File: src/rtl/pipeline_hazard_ctrl_pkg.sv
// rtl/pipeline_hazard_ctrl_pkg.sv - shared MIPS control codes, hazard FSM states and pipe-control vectors
// Purpose: MemRead/MemWrite and Jump encodings shared by Control, the datapath and
//          the hazard sequencer, plus the hazard FSM encoding and canned pipe-control words.
// Ports:   none (package)
package mips_ctrl_pkg;

    typedef enum logic [1:0] {
        MEM_NONE = 2'b00,
        MEM_WORD = 2'b01,
        MEM_BYTE = 2'b10,
        MEM_HALF = 2'b11
    } mem_code_t;

    typedef enum logic [1:0] {
        JMP_NONE = 2'b00,
        JMP_J    = 2'b01,
        JMP_JAL  = 2'b10,
        JMP_JR   = 2'b11
    } jump_code_t;

    typedef enum logic [1:0] {
        ST_RUN      = 2'b00,
        ST_MEM_WAIT = 2'b01,
        ST_ERROR    = 2'b10
    } hz_state_t;

    // Every pipeline-register control the sequencer owns, in one word.
    typedef struct packed {
        logic pc_write;
        logic ifid_write;
        logic ifid_flush;
        logic idex_bubble;
        logic idex_write;
        logic exmem_write;
        logic memwb_bubble;
    } pipe_ctl_t;

    localparam pipe_ctl_t CTL_DEFAULT = '{pc_write: 1'b1, ifid_write: 1'b1, ifid_flush: 1'b0,
                                          idex_bubble: 1'b0, idex_write: 1'b1, exmem_write: 1'b1,
                                          memwb_bubble: 1'b0};

    // Freeze holds every stage and drains a NOP into WB so the stalled MEM
    // instruction is not written back twice.
    localparam pipe_ctl_t CTL_FREEZE  = '{pc_write: 1'b0, ifid_write: 1'b0, ifid_flush: 1'b0,
                                          idex_bubble: 1'b0, idex_write: 1'b0, exmem_write: 1'b0,
                                          memwb_bubble: 1'b1};

    // Applied while rst_n is low: every register downstream of PC loads a NOP.
    localparam pipe_ctl_t CTL_RESET   = '{pc_write: 1'b0, ifid_write: 1'b0, ifid_flush: 1'b1,
                                          idex_bubble: 1'b1, idex_write: 1'b1, exmem_write: 1'b1,
                                          memwb_bubble: 1'b1};

    function automatic logic mem_active(input logic [1:0] code);
        return code != MEM_NONE;
    endfunction

endpackage

File: src/rtl/pipeline_hazard_ctrl_if.sv
// rtl/pipeline_hazard_ctrl_if.sv - hazard sequencer signal bundle
// Purpose: groups the pipeline status inputs, data-memory handshake and pipe controls.
// Ports:   slave modport  = hazard controller view (status/ack in, controls/req out)
//          master modport = datapath/memory view (status/ack out, controls/req in)
interface pipeline_hazard_ctrl_if #(
    parameter int CNT_W = 16
);
    logic [4:0]       id_rs;
    logic [4:0]       id_rt;
    logic             id_uses_rt;
    logic [1:0]       id_jump;
    logic [1:0]       ex_mem_read;
    logic [4:0]       ex_rt;
    logic             ex_branch_taken;
    logic [1:0]       mem_mem_read;
    logic [1:0]       mem_mem_write;
    logic             dmem_ack;
    logic             stat_clr;

    logic             pc_write;
    logic             ifid_write;
    logic             ifid_flush;
    logic             idex_bubble;
    logic             idex_write;
    logic             exmem_write;
    logic             memwb_bubble;
    logic             dmem_req;
    logic             mem_err;
    logic [CNT_W-1:0] stall_cnt;

    modport slave (
        input  id_rs, id_rt, id_uses_rt, id_jump, ex_mem_read, ex_rt, ex_branch_taken,
               mem_mem_read, mem_mem_write, dmem_ack, stat_clr,
        output pc_write, ifid_write, ifid_flush, idex_bubble, idex_write, exmem_write,
               memwb_bubble, dmem_req, mem_err, stall_cnt
    );

    modport master (
        output id_rs, id_rt, id_uses_rt, id_jump, ex_mem_read, ex_rt, ex_branch_taken,
               mem_mem_read, mem_mem_write, dmem_ack, stat_clr,
        input  pc_write, ifid_write, ifid_flush, idex_bubble, idex_write, exmem_write,
               memwb_bubble, dmem_req, mem_err, stall_cnt
    );
endinterface

File: src/rtl/pipeline_hazard_ctrl_load_use_detect.sv
// rtl/pipeline_hazard_ctrl_load_use_detect.sv - combinational load-use hazard detector
// Purpose: flags an ID instruction that sources the register a load in EX is about to write.
// Ports:   i_ex_mem_read/i_ex_rt  load in EX and its destination
//          i_id_rs/i_id_rt/i_id_uses_rt  ID source operands
//          o_load_use  hazard present this cycle
module load_use_detect
    import mips_ctrl_pkg::*;
(
    input  logic [1:0] i_ex_mem_read,
    input  logic [4:0] i_ex_rt,
    input  logic [4:0] i_id_rs,
    input  logic [4:0] i_id_rt,
    input  logic       i_id_uses_rt,
    output logic       o_load_use
);
    logic w_rs_hit;
    logic w_rt_hit;

    // $zero is never a real dependency, whatever the load targets.
    assign w_rs_hit   = (i_ex_rt == i_id_rs);
    assign w_rt_hit   = i_id_uses_rt && (i_ex_rt == i_id_rt);
    assign o_load_use = mem_active(i_ex_mem_read) && (i_ex_rt != 5'd0) && (w_rs_hit || w_rt_hit);
endmodule

File: src/rtl/pipeline_hazard_ctrl.sv
// rtl/pipeline_hazard_ctrl.sv - stall/flush sequencer for the 5-stage MIPS pipeline
// Purpose: load-use stalls, branch/jump flushes, data-memory req/ack freeze with timeout,
//          and a saturating stall-cycle counter.
// Ports:   clk    rising-edge clock
//          rst_n  synchronous active-low reset
//          hz     pipeline_hazard_ctrl_if.slave (status in, pipe controls / dmem_req out)
module pipeline_hazard_ctrl
    import mips_ctrl_pkg::*;
#(
    parameter int MEM_TIMEOUT = 16,
    parameter int CNT_W       = 16
) (
    input  logic                   clk,
    input  logic                   rst_n,
    pipeline_hazard_ctrl_if.slave  hz
);
    localparam int TO_W = $clog2(MEM_TIMEOUT) + 1;

    hz_state_t        r_state;
    logic [TO_W-1:0]  r_to_cnt;
    logic             r_dmem_req;
    logic             r_mem_err;
    logic [CNT_W-1:0] r_stall_cnt;

    logic             w_load_use;
    logic             w_mem_op;
    logic             w_freeze;
    pipe_ctl_t        w_ctl;

    load_use_detect u_load_use_detect (
        .i_ex_mem_read (hz.ex_mem_read),
        .i_ex_rt       (hz.ex_rt),
        .i_id_rs       (hz.id_rs),
        .i_id_rt       (hz.id_rt),
        .i_id_uses_rt  (hz.id_uses_rt),
        .o_load_use    (w_load_use)
    );

    assign w_mem_op = mem_active(hz.mem_mem_read) || mem_active(hz.mem_mem_write);

    // In MEM_WAIT the MEM instruction is already being served, so mem_op is
    // ignored there; a back-to-back op is picked up in RUN the cycle after ack.
    always_comb begin
        w_freeze = 1'b1;
        case (r_state)
            ST_RUN:      w_freeze = w_mem_op;
            ST_MEM_WAIT: w_freeze = !hz.dmem_ack;
            default:     w_freeze = 1'b1;
        endcase
    end

    // Priority: error/memory freeze > taken branch > load-use > jump.
    // A jr stalled by load-use on rs gets its flush on the following cycle,
    // once the load has moved to MEM.
    always_comb begin
        w_ctl = CTL_DEFAULT;
        if (!rst_n) begin
            w_ctl = CTL_RESET;
        end else if (w_freeze) begin
            w_ctl = CTL_FREEZE;
        end else if (hz.ex_branch_taken) begin
            w_ctl.ifid_flush  = 1'b1;
            w_ctl.idex_bubble = 1'b1;
        end else if (w_load_use) begin
            w_ctl.pc_write    = 1'b0;
            w_ctl.ifid_write  = 1'b0;
            w_ctl.idex_bubble = 1'b1;
        end else if (hz.id_jump != JMP_NONE) begin
            w_ctl.ifid_flush  = 1'b1;
        end
    end

    // Memory handshake FSM; dmem_req and mem_err are registered with the state.
    always_ff @(posedge clk) begin
        if (!rst_n) begin
            r_state    <= ST_RUN;
            r_to_cnt   <= '0;
            r_dmem_req <= 1'b0;
            r_mem_err  <= 1'b0;
        end else begin
            case (r_state)
                ST_RUN: begin
                    if (w_mem_op) begin
                        r_state    <= ST_MEM_WAIT;
                        r_to_cnt   <= '0;
                        r_dmem_req <= 1'b1;
                    end
                end
                ST_MEM_WAIT: begin
                    if (hz.dmem_ack) begin
                        r_state    <= ST_RUN;
                        r_dmem_req <= 1'b0;
                    end else if (r_to_cnt == TO_W'(MEM_TIMEOUT - 1)) begin
                        r_state    <= ST_ERROR;
                        r_dmem_req <= 1'b0;
                        r_mem_err  <= 1'b1;
                    end else begin
                        r_to_cnt   <= r_to_cnt + TO_W'(1);
                    end
                end
                default: begin
                    // ERROR and the unused encoding both lock up until reset.
                    r_state    <= ST_ERROR;
                    r_dmem_req <= 1'b0;
                    r_mem_err  <= 1'b1;
                end
            endcase
        end
    end

    always_ff @(posedge clk) begin
        if (!rst_n) begin
            r_stall_cnt <= '0;
        end else if (hz.stat_clr) begin
            r_stall_cnt <= '0;
        end else if (!w_ctl.pc_write && (r_stall_cnt != '1)) begin
            r_stall_cnt <= r_stall_cnt + CNT_W'(1);
        end
    end

    assign hz.pc_write     = w_ctl.pc_write;
    assign hz.ifid_write   = w_ctl.ifid_write;
    assign hz.ifid_flush   = w_ctl.ifid_flush;
    assign hz.idex_bubble  = w_ctl.idex_bubble;
    assign hz.idex_write   = w_ctl.idex_write;
    assign hz.exmem_write  = w_ctl.exmem_write;
    assign hz.memwb_bubble = w_ctl.memwb_bubble;
    assign hz.dmem_req     = r_dmem_req && rst_n;
    assign hz.mem_err      = r_mem_err;
    assign hz.stall_cnt    = r_stall_cnt;
endmodule

File: src/flat_wrapper.sv
// flat-port wrapper written by rule: the top's interface ports become plain ports
module pipeline_hazard_ctrl_flat import mips_ctrl_pkg::*;
#(
    parameter int MEM_TIMEOUT = 16,
    parameter int CNT_W       = 16
)
  (clk, rst_n, hz_id_rs, hz_id_rt, hz_id_uses_rt, hz_id_jump, hz_ex_mem_read, hz_ex_rt, hz_ex_branch_taken, hz_mem_mem_read, hz_mem_mem_write, hz_dmem_ack, hz_stat_clr, hz_pc_write, hz_ifid_write, hz_ifid_flush, hz_idex_bubble, hz_idex_write, hz_exmem_write, hz_memwb_bubble, hz_dmem_req, hz_mem_err, hz_stall_cnt);
  pipeline_hazard_ctrl_if #(.CNT_W(CNT_W)) hz_i ();
  input  logic clk;
  input  logic rst_n;
  input wire logic [$bits(hz_i.id_rs)-1:0] hz_id_rs;
  input wire logic [$bits(hz_i.id_rt)-1:0] hz_id_rt;
  input wire logic [$bits(hz_i.id_uses_rt)-1:0] hz_id_uses_rt;
  input wire logic [$bits(hz_i.id_jump)-1:0] hz_id_jump;
  input wire logic [$bits(hz_i.ex_mem_read)-1:0] hz_ex_mem_read;
  input wire logic [$bits(hz_i.ex_rt)-1:0] hz_ex_rt;
  input wire logic [$bits(hz_i.ex_branch_taken)-1:0] hz_ex_branch_taken;
  input wire logic [$bits(hz_i.mem_mem_read)-1:0] hz_mem_mem_read;
  input wire logic [$bits(hz_i.mem_mem_write)-1:0] hz_mem_mem_write;
  input wire logic [$bits(hz_i.dmem_ack)-1:0] hz_dmem_ack;
  input wire logic [$bits(hz_i.stat_clr)-1:0] hz_stat_clr;
  output wire logic [$bits(hz_i.pc_write)-1:0] hz_pc_write;
  output wire logic [$bits(hz_i.ifid_write)-1:0] hz_ifid_write;
  output wire logic [$bits(hz_i.ifid_flush)-1:0] hz_ifid_flush;
  output wire logic [$bits(hz_i.idex_bubble)-1:0] hz_idex_bubble;
  output wire logic [$bits(hz_i.idex_write)-1:0] hz_idex_write;
  output wire logic [$bits(hz_i.exmem_write)-1:0] hz_exmem_write;
  output wire logic [$bits(hz_i.memwb_bubble)-1:0] hz_memwb_bubble;
  output wire logic [$bits(hz_i.dmem_req)-1:0] hz_dmem_req;
  output wire logic [$bits(hz_i.mem_err)-1:0] hz_mem_err;
  output wire logic [$bits(hz_i.stall_cnt)-1:0] hz_stall_cnt;
  assign hz_i.id_rs = hz_id_rs;
  assign hz_i.id_rt = hz_id_rt;
  assign hz_i.id_uses_rt = hz_id_uses_rt;
  assign hz_i.id_jump = hz_id_jump;
  assign hz_i.ex_mem_read = hz_ex_mem_read;
  assign hz_i.ex_rt = hz_ex_rt;
  assign hz_i.ex_branch_taken = hz_ex_branch_taken;
  assign hz_i.mem_mem_read = hz_mem_mem_read;
  assign hz_i.mem_mem_write = hz_mem_mem_write;
  assign hz_i.dmem_ack = hz_dmem_ack;
  assign hz_i.stat_clr = hz_stat_clr;
  assign hz_pc_write = hz_i.pc_write;
  assign hz_ifid_write = hz_i.ifid_write;
  assign hz_ifid_flush = hz_i.ifid_flush;
  assign hz_idex_bubble = hz_i.idex_bubble;
  assign hz_idex_write = hz_i.idex_write;
  assign hz_exmem_write = hz_i.exmem_write;
  assign hz_memwb_bubble = hz_i.memwb_bubble;
  assign hz_dmem_req = hz_i.dmem_req;
  assign hz_mem_err = hz_i.mem_err;
  assign hz_stall_cnt = hz_i.stall_cnt;
  pipeline_hazard_ctrl #(.MEM_TIMEOUT(MEM_TIMEOUT), .CNT_W(CNT_W)) u_core (.clk(clk), .rst_n(rst_n), .hz(hz_i));
endmodule
File: config.mk
export PLATFORM = sky130hd
export DESIGN_NAME = pipeline_hazard_ctrl_flat
export DESIGN_NICKNAME = d
export VERILOG_FILES = /design/src/rtl/pipeline_hazard_ctrl_pkg.sv /design/src/rtl/pipeline_hazard_ctrl_if.sv /design/src/rtl/pipeline_hazard_ctrl_load_use_detect.sv /design/src/rtl/pipeline_hazard_ctrl.sv /design/src/flat_wrapper.sv
export SDC_FILE = /design/constraint.sdc
export NUM_CORES = 1
export LEC_CHECK = 0
export CORE_ASPECT_RATIO = 0.5
export CORE_MARGIN = 3
export CORE_UTILIZATION = 44
export DETAILED_ROUTE_END_ITERATION = 16
export GPL_TIMING_DRIVEN = 0
export PLACE_DENSITY = 0.8
export SYNTH_ARGS = -nofsm -noshare
export SYNTH_HDL_FRONTEND = slang
export SYNTH_SLANG_ARGS = --single-unit
File: constraint.sdc
create_clock -name clk -period 2.43 [get_ports clk]
set_input_delay 0.243 -clock clk [delete_from_list [all_inputs] [get_ports clk]]
set_output_delay 0.243 -clock clk [all_outputs]
set_load 0.03 [all_outputs]
# Word-level counts from Yosys, hierarchy flattened
# Index checks and enable logic that the tools add are counted.
word_totals:
  ff_bits: 25
  inputBits: 29
  word_cells: 64
op_classes:
  add_sub_neg: 2
  eq_ne: 10
  n_mux: 25
  n_bitwise: 2
  n_reduce_logical: 20
ops:
  columns: ["cell", "count"]
  rows:
  - ["adder 16 x 1 -> 16 bit (second input constant)", 1]
  - ["inequality test 16 bit (second input constant)", 1]
  - ["2-to-1 mux 5 bit", 3]
  - ["2-to-1 mux 2 bit", 6]
  - ["equality test 5 bit", 2]
  - ["one-hot mux 5 bit (2 select lines)", 1]
  - ["nonzero test 2 bit", 5]
  - ["2-to-1 mux 1 bit", 8]
  - ["2-to-1 mux 7 bit", 1]
  - ["one-hot mux 1 bit (2 select lines)", 3]
  - ["adder 5 x 1 -> 5 bit (second input constant)", 1]
  - ["equality test 5 x 4 -> 1 bit (second input constant)", 1]
  - ["logical AND 1 bit", 5]
  - ["nonzero test 5 bit", 1]
  - ["2-to-1 mux 4 bit", 1]
  - ["inequality test 2 x 1 -> 1 bit (second input constant)", 2]
  - ["inequality test 2 bit (second input constant)", 2]
  - ["one-hot mux 2 bit (2 select lines)", 1]
  - ["AND reduction 4 bit", 1]
  - ["2-to-1 mux 3 bit", 1]
  - ["inequality test 3 x 2 -> 1 bit (second input constant)", 1]
  - ["AND reduction 3 bit", 1]
  - ["equality test 2 x 1 -> 1 bit (second input constant)", 1]
  - ["zero test 1 bit", 2]
  - ["other kinds (5)", 7]

# Longest topological paths before layout
logic_depth:
  depth_word: 10
  mapped_depth: 8
  mapped_depth_nobuf: 8

# Modules after synthesis
# A second synthesis with hierarchy kept.
unflattened:
  hier_cells: 167
  hier_area_um2: 1405.1
by_module_without_submodules:
  columns: ["module", "instances", "cells_per_inst", "area_per_inst_um2", "seq_area_each_um2"]
  rows:
  - ["pipeline_hazard_ctrl", 1, 150, 1271.2, 480.5]
  - ["load_use_detect", 1, 17, 133.9, 0.0]

# Least setup slack after synthesis
# OpenSTA, ideal clock, no wires.
synth_timing:
  kind: "in2out"
  from: "input hz_mem_mem_read[1]"
  to: "output hz_pc_write"
  t_arrival_ns: 1.807
  path_slack_ns: 0.380
  stages: 7
  path_buffers: 3
  path_cell_list: "nor4_1 -> mux2_2 -> nand3b_1 -> a31oi_2 -> buf_4 -> buf_6 -> buf_4"
synth_via:
  elab_chain_cells: 5
synth_rtl:
  columns: ["element", "line", "text"]
  rows:
  - ["start, declared", "flat_wrapper.sv:18", "input wire logic [$bits(hz_i.mem_mem_read)-1:0] hz_mem_mem_read;"]
  - ["nonzero test 2 bit", "pipeline_hazard_ctrl_pkg.sv:54", "return code != MEM_NONE;"]
  - ["logical OR 1 bit", "pipeline_hazard_ctrl.sv:39", "assign w_mem_op = mem_active(hz.mem_mem_read) || mem_active(hz.mem_mem_write);"]
  - ["one-hot mux 1 bit (2 select lines)", "pipeline_hazard_ctrl.sv:45", "case (r_state)"]
  - ["2-to-1 mux 4 bit", "pipeline_hazard_ctrl.sv:59", "end else if (w_freeze) begin"]
  - ["2-to-1 mux 7 bit", "pipeline_hazard_ctrl.sv:57", "if (!rst_n) begin"]
  - ["end, declared", "flat_wrapper.sv:22", "output wire logic [$bits(hz_i.pc_write)-1:0] hz_pc_write;"]
# Every way passes these cells.

# Worst setup path after layout
layout_timing:
  from: "input hz_mem_mem_write[0]"
  to: "output hz_memwb_bubble"
layout_via:
  elab_chain_cells: 5
layout_rtl:
  columns: ["element", "line", "text"]
  rows:
  - ["start, declared", "flat_wrapper.sv:19", "input wire logic [$bits(hz_i.mem_mem_write)-1:0] hz_mem_mem_write;"]
  - ["nonzero test 2 bit", "pipeline_hazard_ctrl_pkg.sv:54", null]
  - ["logical OR 1 bit", "pipeline_hazard_ctrl.sv:39", null]
  - ["one-hot mux 1 bit (2 select lines)", "pipeline_hazard_ctrl.sv:45", null]
  - ["2-to-1 mux 3 bit", "pipeline_hazard_ctrl.sv:59", null]
  - ["2-to-1 mux 7 bit", "pipeline_hazard_ctrl.sv:57", null]
  - ["end, declared", "flat_wrapper.sv:28", "output wire logic [$bits(hz_i.memwb_bubble)-1:0] hz_memwb_bubble;"]
# Every way passes these cells.

==> impl_summary.txt <==
----------------------------------------------------
[Status]
  Run status ... finished, final reports clean

[Synthesis]
  Mapped cell area ... 1430 um^2
  Sequential-to-total area share from yosys stat ... 33.6%
  Async set-reset flop share out of synthesis ... 0%
  Yosys warnings ... 0
  Area contributors post-synth ... sky130_fd_sc_hd__dfxtp_1, sky130_fd_sc_hd__or4_1, sky130_fd_sc_hd__xnor2_1
  Syn_nets ... approximately 200
  Most instantiated flip-flop cell in the synthesis netlist ... sky130_fd_sc_hd__dfxtp_1
  Yosys cell types ... between 40 and 50
  Number of register bits inferred by synthesis ... 24
  Cell accounting for the most synthesized area ... sky130_fd_sc_hd__dfxtp_1
  Avg Inst Size Synth ... between 8 and 9 um^2
  Area share of the largest cell type after synthesis ... 33.6%
  Syn Inst Count ... around 170
  Number of enable-type register cells in the synthesized netlist ... 0
  Most frequent cell after synthesis ... sky130_fd_sc_hd__dfxtp_1
  Cell types with the highest counts after synthesis ... sky130_fd_sc_hd__dfxtp_1, sky130_fd_sc_hd__a21oi_1, sky130_fd_sc_hd__nand2_1

[Global route]
  First-pass GRT wire length ... between 6 and 7 mm
  Number of antenna violations at the first check in global routing ... 0
  Maximum number of pins on one net before global-route repair ... 15
  Number of global-route vias before repair ... about 1.4k
  Total global-route track usage ... about 20%
  Overflow left after global routing ... 0

[STA]
  RSZ-0062 raised after global routing ... no
  Final setup fails ... 0
  Slew Viols, Final ... 0
  Min Tclk post-route ... between 2000 and 2500 ps
  Fraction of the cycle the final worst path needs ... roughly 97%
  Clock skew after layout ... ~10 ps
  WHS ... between 400 and 500 ps
  Transition time of the tightest slew-check pin ... approximately 440 ps
  Max-Slew Margin vs Limit ... 70.8%
  Max Freq ... approximately 0.42 GHz
  Final hold violations ... 0

[Clocking]
  Clock buffers created by TritonCTS ... 3
  TritonCTS clock tree ... done
  Clk buf depth ... 2
  Clock Sink Count ... 24
  Clock-pin slew on the worst setup and hold paths ... 80 ps
  Clock insertion delay at the later pin of the skew report ... approximately 270 ps
  Root cell of the clock tree ... sky130_fd_sc_hd__clkbuf_8
  H-Tree Depth ... 1
  Post-cts hold buffer count ... 0

[Layout]
  Finished Core Util ... approximately 75%
  P&R area growth vs syn ... 48.3%
  Register cell area after layout ... between 400 and 500 um^2
  Total number of nets in the final design ... 266
  Final cell count without fillers ... 270
  Combined area of the multi-input logic cells ... about 870 um^2
  Number of diodes ... 0
  Fraction of layout cells with a size suffix above 1 ... under 10%
  Fill cell count ... 220

[Critical path]
  Critical setup path kind ... primary input to output port
  Capturing element type of the critical path ... output port
  Data arrival time of the critical path ... between 2000 and 2500 ps
  Data required time at the worst endpoint ... between 2000 and 2500 ps
  Crit Path Max Fanout ... 2
  Setup crit start kind ... primary input

[Drt]
  First-iteration detailed-routing DRC count ... just under 70
  Number of nets with antenna violations after routing ... 0
  Wirelength, routed ... approximately 3.8 mm
  Vias ... approximately 1.5k
  Via/cell ratio ... 5.56
  # DRC ... 0
  Number of optimization iterations in the first detailed-route pass ... 4
  Routed length per instance ... 14.2 um

[Power and ir drop]
  Leakage ... approximately 0.77 nW
  Worst vdd ir ... approximately 0.26 mV
  PD cells ... ~440 nW/um^2

[Min path]
  Hold crit path type ... register to register

[Floorplan]
  Floorplan row count ... 13
  Initial core utilization ... between 50% and 60%
  Die Area ... 4010 um^2
  Die height ... roughly 46 um
  Die span in x ... 86.7 um
  Count of pins on the block boundary ... 54
  Area of the core ... between 2000 and 3000 um^2

[Place]
  Cell count after placement ... 263
  Dpl hpwl ... approximately 2.9 mm
  GPL Wtd Cong ... between 0.8 and 0.9
  Count of buffers from port buffering ... 53

[Job]
  Max Cap Violations ... 0

----------------------------------------------------
timing repair:
action | in CTS | in global routing
gates resized for setup | 20 | 7
endpoints found under the setup margin | 6 | 5
buffers inserted | 1 | 3
pin swaps | 1 | 2
state kept, by name, summed over array words and instances, names as in the netlist:
name and count:
u_core.hz.mem_err 1, u_core.r_state 1, u_core.hz.stall_cnt 16, u_core.r_dmem_req 1
u_core.r_to_cnt 5
cell families (layout without fill, tap and decap cells):
| family | after synthesis | in the layout | synth area share (%) |
|---|---|---|---|
| AO/OA/AOI/OAI | 39 | 39 | 18.0 |
| multiplexers | 3 | 3 | 2.19 |
| buffers and inverters | 18 | 78 | 6.82 |
| XOR/XNOR | 12 | 12 | 7.34 |
| flip-flops | 24 | 24 | 33.6 |
| adder cells (fa/ha/maj) | 3 | 3 | 2.62 |
| AND/OR/NAND/NOR | 74 | 74 | 29.5 |
through the flow:
| step | power, mW | worst slack, ps | cell area (um^2) | setup TNS [ps] |
|---|---|---|---|---|
| floorplan | 0.498 | 380 | 1430 | 0 |
| global placement | 0.581 | -704 | 2010 | -1860 |
| detailed placement | 0.583 | -752 | 2010 | -2340 |
| CTS | 0.935 | -110 | 2090 | -110 |
| global route | 0.974 | 12.5 | 2120 | 0 |
| finish | 0.929 | 75.5 | 2120 | 0 |
power by group:
part | internal [mW] | total [mW] | switching (mW)
Clock | 0.220 | 0.353 | 0.132
Combinational | 0.0928 | 0.174 | 0.0814
Sequential | 0.397 | 0.402 | 0.00500
path summary, 6_finish.rpt:
path	startpoint	end	slack, ps	depth (start not counted)
setup / recovery	hz_mem_mem_write[0]	hz_memwb_bubble	80	6
hold / removal	u_core.hz.mem_err	u_core.hz.mem_err	490	1
setup reg to reg	u_core.hz.stall_cnt[7]	u_core.hz.stall_cnt[15]	310	8
hold reg to reg	u_core.hz.mem_err	u_core.hz.mem_err	490	1
worst max-delay path, cell delays in order:
cell and delay (ps):
sky130_fd_sc_hd__clkdlybuf4s50_1 430, sky130_fd_sc_hd__nor4_2 330, sky130_fd_sc_hd__mux2_4 210, sky130_fd_sc_hd__nand3b_1 140
sky130_fd_sc_hd__buf_4 170, sky130_fd_sc_hd__clkdlybuf4s50_1 580
layer usage:
layer / up-vias / part of all wire, % / track usage (%)
li1: 758 / - / -
met1: 676 / 44 / 23.7
met2: 62 / 47 / 33.9
met3: 4 / 7.7 / 5.89
met4: 0 / 1.1 / 7.45
met5: - / 0 / 0
cell type report:
class | instances | share of cell area [%]
multi-input cells | 131 | 41.1
repair buffers | 57 | 26.5
flip-flops and latches | 24 | 22.6
plain buffers | 9 | 2.83
well taps | 37 | 2.18
clock buffers | 3 | 1.94
clock inverters | 1 | 1.41
inverters | 8 | 1.41
cells in the final DEF, fill, tap and decap left out, types with 3 or more instances in the layout:
master	synthesis	layout
sky130_fd_sc_hd__or3_1	4	4
sky130_fd_sc_hd__nand4_1	4	4
sky130_fd_sc_hd__dlygate4sd2_1	0	3
sky130_fd_sc_hd__clkdlybuf4s50_1	0	43
sky130_fd_sc_hd__xnor2_1	10	10
sky130_fd_sc_hd__nor2_1	7	7
sky130_fd_sc_hd__and2_1	3	3
sky130_fd_sc_hd__and3_1	4	4
sky130_fd_sc_hd__nand2_1	15	15
sky130_fd_sc_hd__o21a_1	3	3
sky130_fd_sc_hd__o31ai_1	11	11
sky130_fd_sc_hd__buf_2	3	3
sky130_fd_sc_hd__or4_1	12	12
sky130_fd_sc_hd__nand3_1	7	7
sky130_fd_sc_hd__clkbuf_8	0	3
sky130_fd_sc_hd__nand2b_1	3	3
sky130_fd_sc_hd__a21oi_1	15	15
sky130_fd_sc_hd__dfxtp_1	24	24
sky130_fd_sc_hd__ha_1	3	3
sky130_fd_sc_hd__buf_4	3	7
sky130_fd_sc_hd__nor2b_1	6	6
sky130_fd_sc_hd__inv_1	8	8
sky130_fd_sc_hd__dlymetal6s2s_1	0	4
(Power assumes the default switching activity.)
